**src/rtl/instr_encoder.sv**
```systemverilog
// Streaming RV32I instruction encoder: packs decoded fields into 32-bit words
// tagged with sequential byte addresses, with one registered output stage and a bounded run.
module instr_encoder #(
   parameter int unsigned          ADDR_W    = 32,
   parameter logic [ADDR_W-1:0]    BASE_ADDR = '0,
   parameter int unsigned          DEPTH     = 256
) (
   input  logic              clk,
   input  logic              rst_n,
   input  logic              start,
   input  logic              in_valid,
   output logic              in_ready,
   input  logic [2:0]        in_type,
   input  logic [2:0]        in_funct3,
   input  logic              in_alt,
   input  logic [4:0]        in_rd,
   input  logic [4:0]        in_rs1,
   input  logic [4:0]        in_rs2,
   input  logic [31:0]       in_imm,
   output logic              out_valid,
   input  logic              out_ready,
   output logic [31:0]       out_instr,
   output logic [ADDR_W-1:0] out_addr,
   output logic [15:0]       count,
   output logic              done,
   output logic              err
);

   typedef enum logic [1:0] {
      IDLE = 2'd0,
      RUN  = 2'd1,
      FIN  = 2'd2
   } state_t;

   localparam logic [16:0] DEPTH_X = 17'(DEPTH);

   state_t            state, state_nx;
   logic              valid_q;
   logic [31:0]       instr_q;
   logic [ADDR_W-1:0] addr_q;
   logic [15:0]       count_q;
   logic              err_q;

   logic [31:0]       enc;
   logic              misaligned;
   logic              accept;
   logic              out_hs;
   logic [16:0]       count_x;

   // Field packing for each supported instruction class
   always_comb begin
      enc = '0;
      unique case (in_type)
         3'd0: enc = {1'b0, in_alt, 5'b0, in_rs2, in_rs1, in_funct3, in_rd, 7'b0110011};
         3'd1: begin
            if (in_funct3 == 3'b101)
               enc = {1'b0, in_alt, 5'b0, in_imm[4:0], in_rs1, in_funct3, in_rd, 7'b0010011};
            else
               enc = {in_imm[11:0], in_rs1, in_funct3, in_rd, 7'b0010011};
         end
         3'd2: enc = {in_imm[11:0], in_rs1, in_funct3, in_rd, 7'b0000011};
         3'd3: enc = {in_imm[11:5], in_rs2, in_rs1, in_funct3, in_imm[4:0], 7'b0100011};
         3'd4: enc = {in_imm[12], in_imm[10:5], in_rs2, in_rs1, in_funct3,
                      in_imm[4:1], in_imm[11], 7'b1100011};
         3'd5: enc = {in_imm[20], in_imm[10:1], in_imm[11], in_imm[19:12], in_rd, 7'b1101111};
         3'd6: enc = {in_imm[31:12], in_rd, 7'b0110111};
         3'd7: enc = {in_imm[11:0], in_rs1, 3'b000, in_rd, 7'b1100111};
         default: enc = '0;
      endcase
   end

   assign misaligned = ((in_type == 3'd4) || (in_type == 3'd5)) && in_imm[0];
   assign count_x    = {1'b0, count_q};
   assign out_hs     = valid_q && out_ready;

   // A start pulse holds off acceptance so no word is taken and then discarded
   always_comb begin
      in_ready = 1'b0;
      if (state == RUN && !start)
         in_ready = (!valid_q || out_ready) && ((count_x + 17'(valid_q)) < DEPTH_X);
   end

   assign accept = in_valid && in_ready;

   always_comb begin
      state_nx = state;
      if (start) begin
         state_nx = RUN;
      end else begin
         unique case (state)
            IDLE: state_nx = IDLE;
            RUN:  if (out_hs && (count_x + 17'd1 >= DEPTH_X)) state_nx = FIN;
            FIN:  state_nx = FIN;
            default: state_nx = IDLE;
         endcase
      end
   end

   always_ff @(posedge clk or negedge rst_n) begin
      if (!rst_n) state <= IDLE;
      else        state <= state_nx;
   end

   always_ff @(posedge clk or negedge rst_n) begin
      if (!rst_n) begin
         valid_q <= 1'b0;
         instr_q <= '0;
         addr_q  <= BASE_ADDR;
         count_q <= '0;
         err_q   <= 1'b0;
      end else if (start) begin
         valid_q <= 1'b0;
         addr_q  <= BASE_ADDR;
         count_q <= '0;
         err_q   <= 1'b0;
      end else begin
         if (out_hs) begin
            addr_q <= addr_q + ADDR_W'(4);
            if (count_x < DEPTH_X) count_q <= count_q + 16'd1;
         end
         if (accept && misaligned)
            err_q <= 1'b1;
         if (accept && !misaligned) begin
            valid_q <= 1'b1;
            instr_q <= enc;
         end else if (out_hs) begin
            valid_q <= 1'b0;
         end
      end
   end

   // The address register always names the word currently held in the output stage
   assign out_valid = valid_q;
   assign out_instr = instr_q;
   assign out_addr  = addr_q;
   assign count     = count_q;
   assign done      = (state == FIN);
   assign err       = err_q;

endmodule

```
**config.mk**
```make
export PLATFORM = sky130hd
export DESIGN_NAME = instr_encoder
export DESIGN_NICKNAME = d
export VERILOG_FILES = /design/src/rtl/instr_encoder.sv
export SDC_FILE = /design/constraint.sdc
export NUM_CORES = 1
export LEC_CHECK = 0
export BUFFER_PORTS_ARGS = -buffer_cell sky130_fd_sc_hd__buf_4
export CORE_MARGIN = 5
export CORE_UTILIZATION = 35
export CTS_CLUSTER_DIAMETER = 60
export DETAILED_ROUTE_END_ITERATION = 10
export MAX_ROUTING_LAYER = met4
export PLACE_DENSITY = 0.67
export SYNTH_ARGS = -nofsm -noshare
export SYNTH_HDL_FRONTEND = slang
export SYNTH_SLANG_ARGS = --single-unit
```
**constraint.sdc**
```tcl
create_clock -name clk -period 6.06 [get_ports clk]
set_input_delay 0.303 -clock clk [delete_from_list [all_inputs] [get_ports clk]]
set_output_delay 0.303 -clock clk [all_outputs]
set_load 0.005 [all_outputs]
```
==> impl_results.md <==
* Cell Area, Synth at 4500 µm²
* Worst Path Arrival at 2740 ps
* CTS Sinks at 81
* Post-DRT Antenna Nets at 0
* R2r setup slk at 3530 ps
* Die Wd at 123 µm
* Final hold vios at 0
* Diode count at 0
* Initial antenna violation count at 0
* Sequential-to-total area share from yosys stat at 0.450
* All-layer global routing usage at 0.170
* Fmax at 0.395 GHz
* Core area at 12600 µm²
* Top_reg_cell synth: dfrtp_1
* Mean area per synthesized cell at 9.09 µm²
* Sequential Area at 2030 µm²
* Wirelength per Cell at 15.2 µm
* DRT Pass-1 Iters at 5
* Critical Path Sink Type: flop
* Most common cell after layout, fill and taps aside: buf_4
* First-pass GRT wire length at 20200 µm
* Commonest cells after routing, fill and taps aside: buf_4 (141), dfrtp_1 (81), nor2_1 (64), a21oi_1 (46), nand2_1 (38)
* GPL Wtd Cong at 0.917
* Non-filler cells in the finished layout at 797
* Die Area at 15200 µm²
* Post-placement cell count at 781
* Final Setup Violations at 0
* CP delay by family, top: simple AND/OR/NAND/NOR gates
* Clock slew at reported path FFs at 60 ps
* Period utilisation layout at 0.417
* WS Path Type: reg -> reg
* Number of synthesized flops with an enable pin at 0
* Synth Instances at 495
* CP Buf/Inv Count at 1
* Cell Chain, Critical Path: nor4_2 > or2b_1 > a31o_1 > a2111oi_4 > buf_4 > mux2_2
* RSZ-0062 raised after global routing: no
* Worst hold slack at 173 ps
* # H-tree levels at 3
* Layout Utilization at 0.473
* Max stage delay on crit path at 460 ps
* Initial core utilization at 0.357
* Status: completed
* Max cap viols at 0
* Final Max Slew Viols at 0
* # hold bufs at CTS at 0
* Reg-to-reg startpoint: count[13]
* Asr flop ratio synth at 1.00
* Worst-skew pair later-pin latency at 330 ps
* FF+latch count, synth at 81
* Fin Setup TNS at 0 ps
* Port bufs at 140
* Post-DP HPWL at 8830 µm
* Final Net Count at 683
* Tightest Hold Check Type: in -> async
* Vias at 4108
* Slew @ Worst Pin at 1050 ps
* Critical Path RT at 6270 ps
* Slew margin rel. at 0.302
* Clock Path Buffers at 2
* Share of cells above drive strength 1 at 0.285
* Post-CTS setup buffer count at 0
* Clk_skew at 7.65 ps
* Fill count at 1238
* 1st-iter DRT viols at 215
* Die height at 123 µm
* CTS tree: done
* Remaining global-route overflow at 0
* CP max FO at 43
* Number of global-route vias before repair at 4176
* DRC violations left at 0
* Worst VDD drop at 170 µV
* Worst Setup SP: count[13]
* Multi-input logic area at 2260 µm²
* P&R area growth vs syn at 32.6%
* Worst reg2reg path endpoint: out_instr[21]
* P_leak at 0.00269 µW
* Ports at 143
* Slowest library cell on the worst path: dfrtp_1
* Post-Route WL at 12100 µm
* Worst reg2reg path depth at 6
* Critical Path Source Type: flop
* Vias per cell at 5.15
* Synth warnings at 0
* CTS buffer count at 9
* Root Buffer Master: clkbuf_16
* Site Rows at 41
* PwrDens at 295 nW/µm²
* CTS resizes at 0
* Synth unique cells at 55
* Min Clock Period, post-route at 2530 ps
* Largest net degree at the start of global routing at 82
==> report_power, final <==
part	leakage (µW)	switching [µW]	total [µW]	internal [µW]
Sequential	0.00105	70.9	715	644
Clock	0.000162	225	628	403
Combinational	0.00149	178	417	239
==> logic make-up after synthesis <==
group / count (synthesis) / share of synthesized area
simple gates: 202 / 0.225
compound gates: 110 / 0.152
flops: 81 / 0.450
buf+inv: 45 / 0.0489
xor+xnor: 29 / 0.0564
mux: 23 / 0.0550
fa+ha+maj: 4 / 0.0111
other cells: 1 / 0.000833
==> sequential cells by signal, summed over array words and instances (netlist names) <==
signal     count
out_addr      30
out_instr     31
out_valid      1
count         16
state          2
err            1
==> cells in the mapped netlist, drive strengths merged, types with 11 or more instances <==
cell type	n	area share
dfrtp	81	0.45
nor2	64	0.053
a21oi	47	0.053
nand2	38	0.032
nand3	27	0.033
o21ai	27	0.030
xor2	21	0.041
clkbuf	16	0.013
inv	16	0.013
nand4	14	0.019
or3	13	0.018
buf	12	0.021
mux2i	12	0.027
mux2	11	0.028
nor2b	11	0.015
nor4	11	0.017
==> layout make-up <==
| cell class | count | share of cell area |
|---|---|---|
| Inverter | 17 | 0.0107 |
| Timing Repair Buffer | 141 | 0.177 |
| Sequential cell | 81 | 0.340 |
| Multi-Input combinational cell | 370 | 0.378 |
| Tap cell | 172 | 0.0361 |
| Clock buffer | 9 | 0.0378 |
| Clock inverter | 7 | 0.0199 |
==> worst max path at each step <==
stage	depth (start not counted)	end	slack, ps
2_1_floorplan	7	out_instr[5]	3720
3_3_place_gp	6	out_instr[23]	3620
3_5_place_dp	6	out_instr[21]	3540
4_1_cts	6	out_instr[21]	3530
5_1_grt	5	out_addr[24]	3270
6_report	6	out_instr[21]	3530
==> through the flow <==
step / power, µW / worst slack (ps) / area [µm²]
after floorplan: 894 / 3720 / 4500
after global placement: 1140 / 3620 / 5620
after detailed placement: 1150 / 3540 / 5620
after CTS: 1780 / 3530 / 5970
after global routing: 1860 / 3270 / 5970
final: 1760 / 3530 / 5970
==> routing by layer <==
layer  vias to the layer above  global-route usage  share of wire
li1                       1993                   -              -
met1                      1949               0.236           0.45
met2                       153               0.247           0.46
met3                        13              0.0339          0.072
met4                         0              0.0602          0.015
met5                         -                   -              0
==> worst reg2reg max path, delay by kind of cell (launching register included) <==
kind | cells | cell delay [ps]
buf+inv | 1 | 430
simple gates | 2 | 630
mux | 1 | 390
flops | 1 | 460
compound gates | 2 | 510
Note: power is estimated with default switching activity, not from simulation.
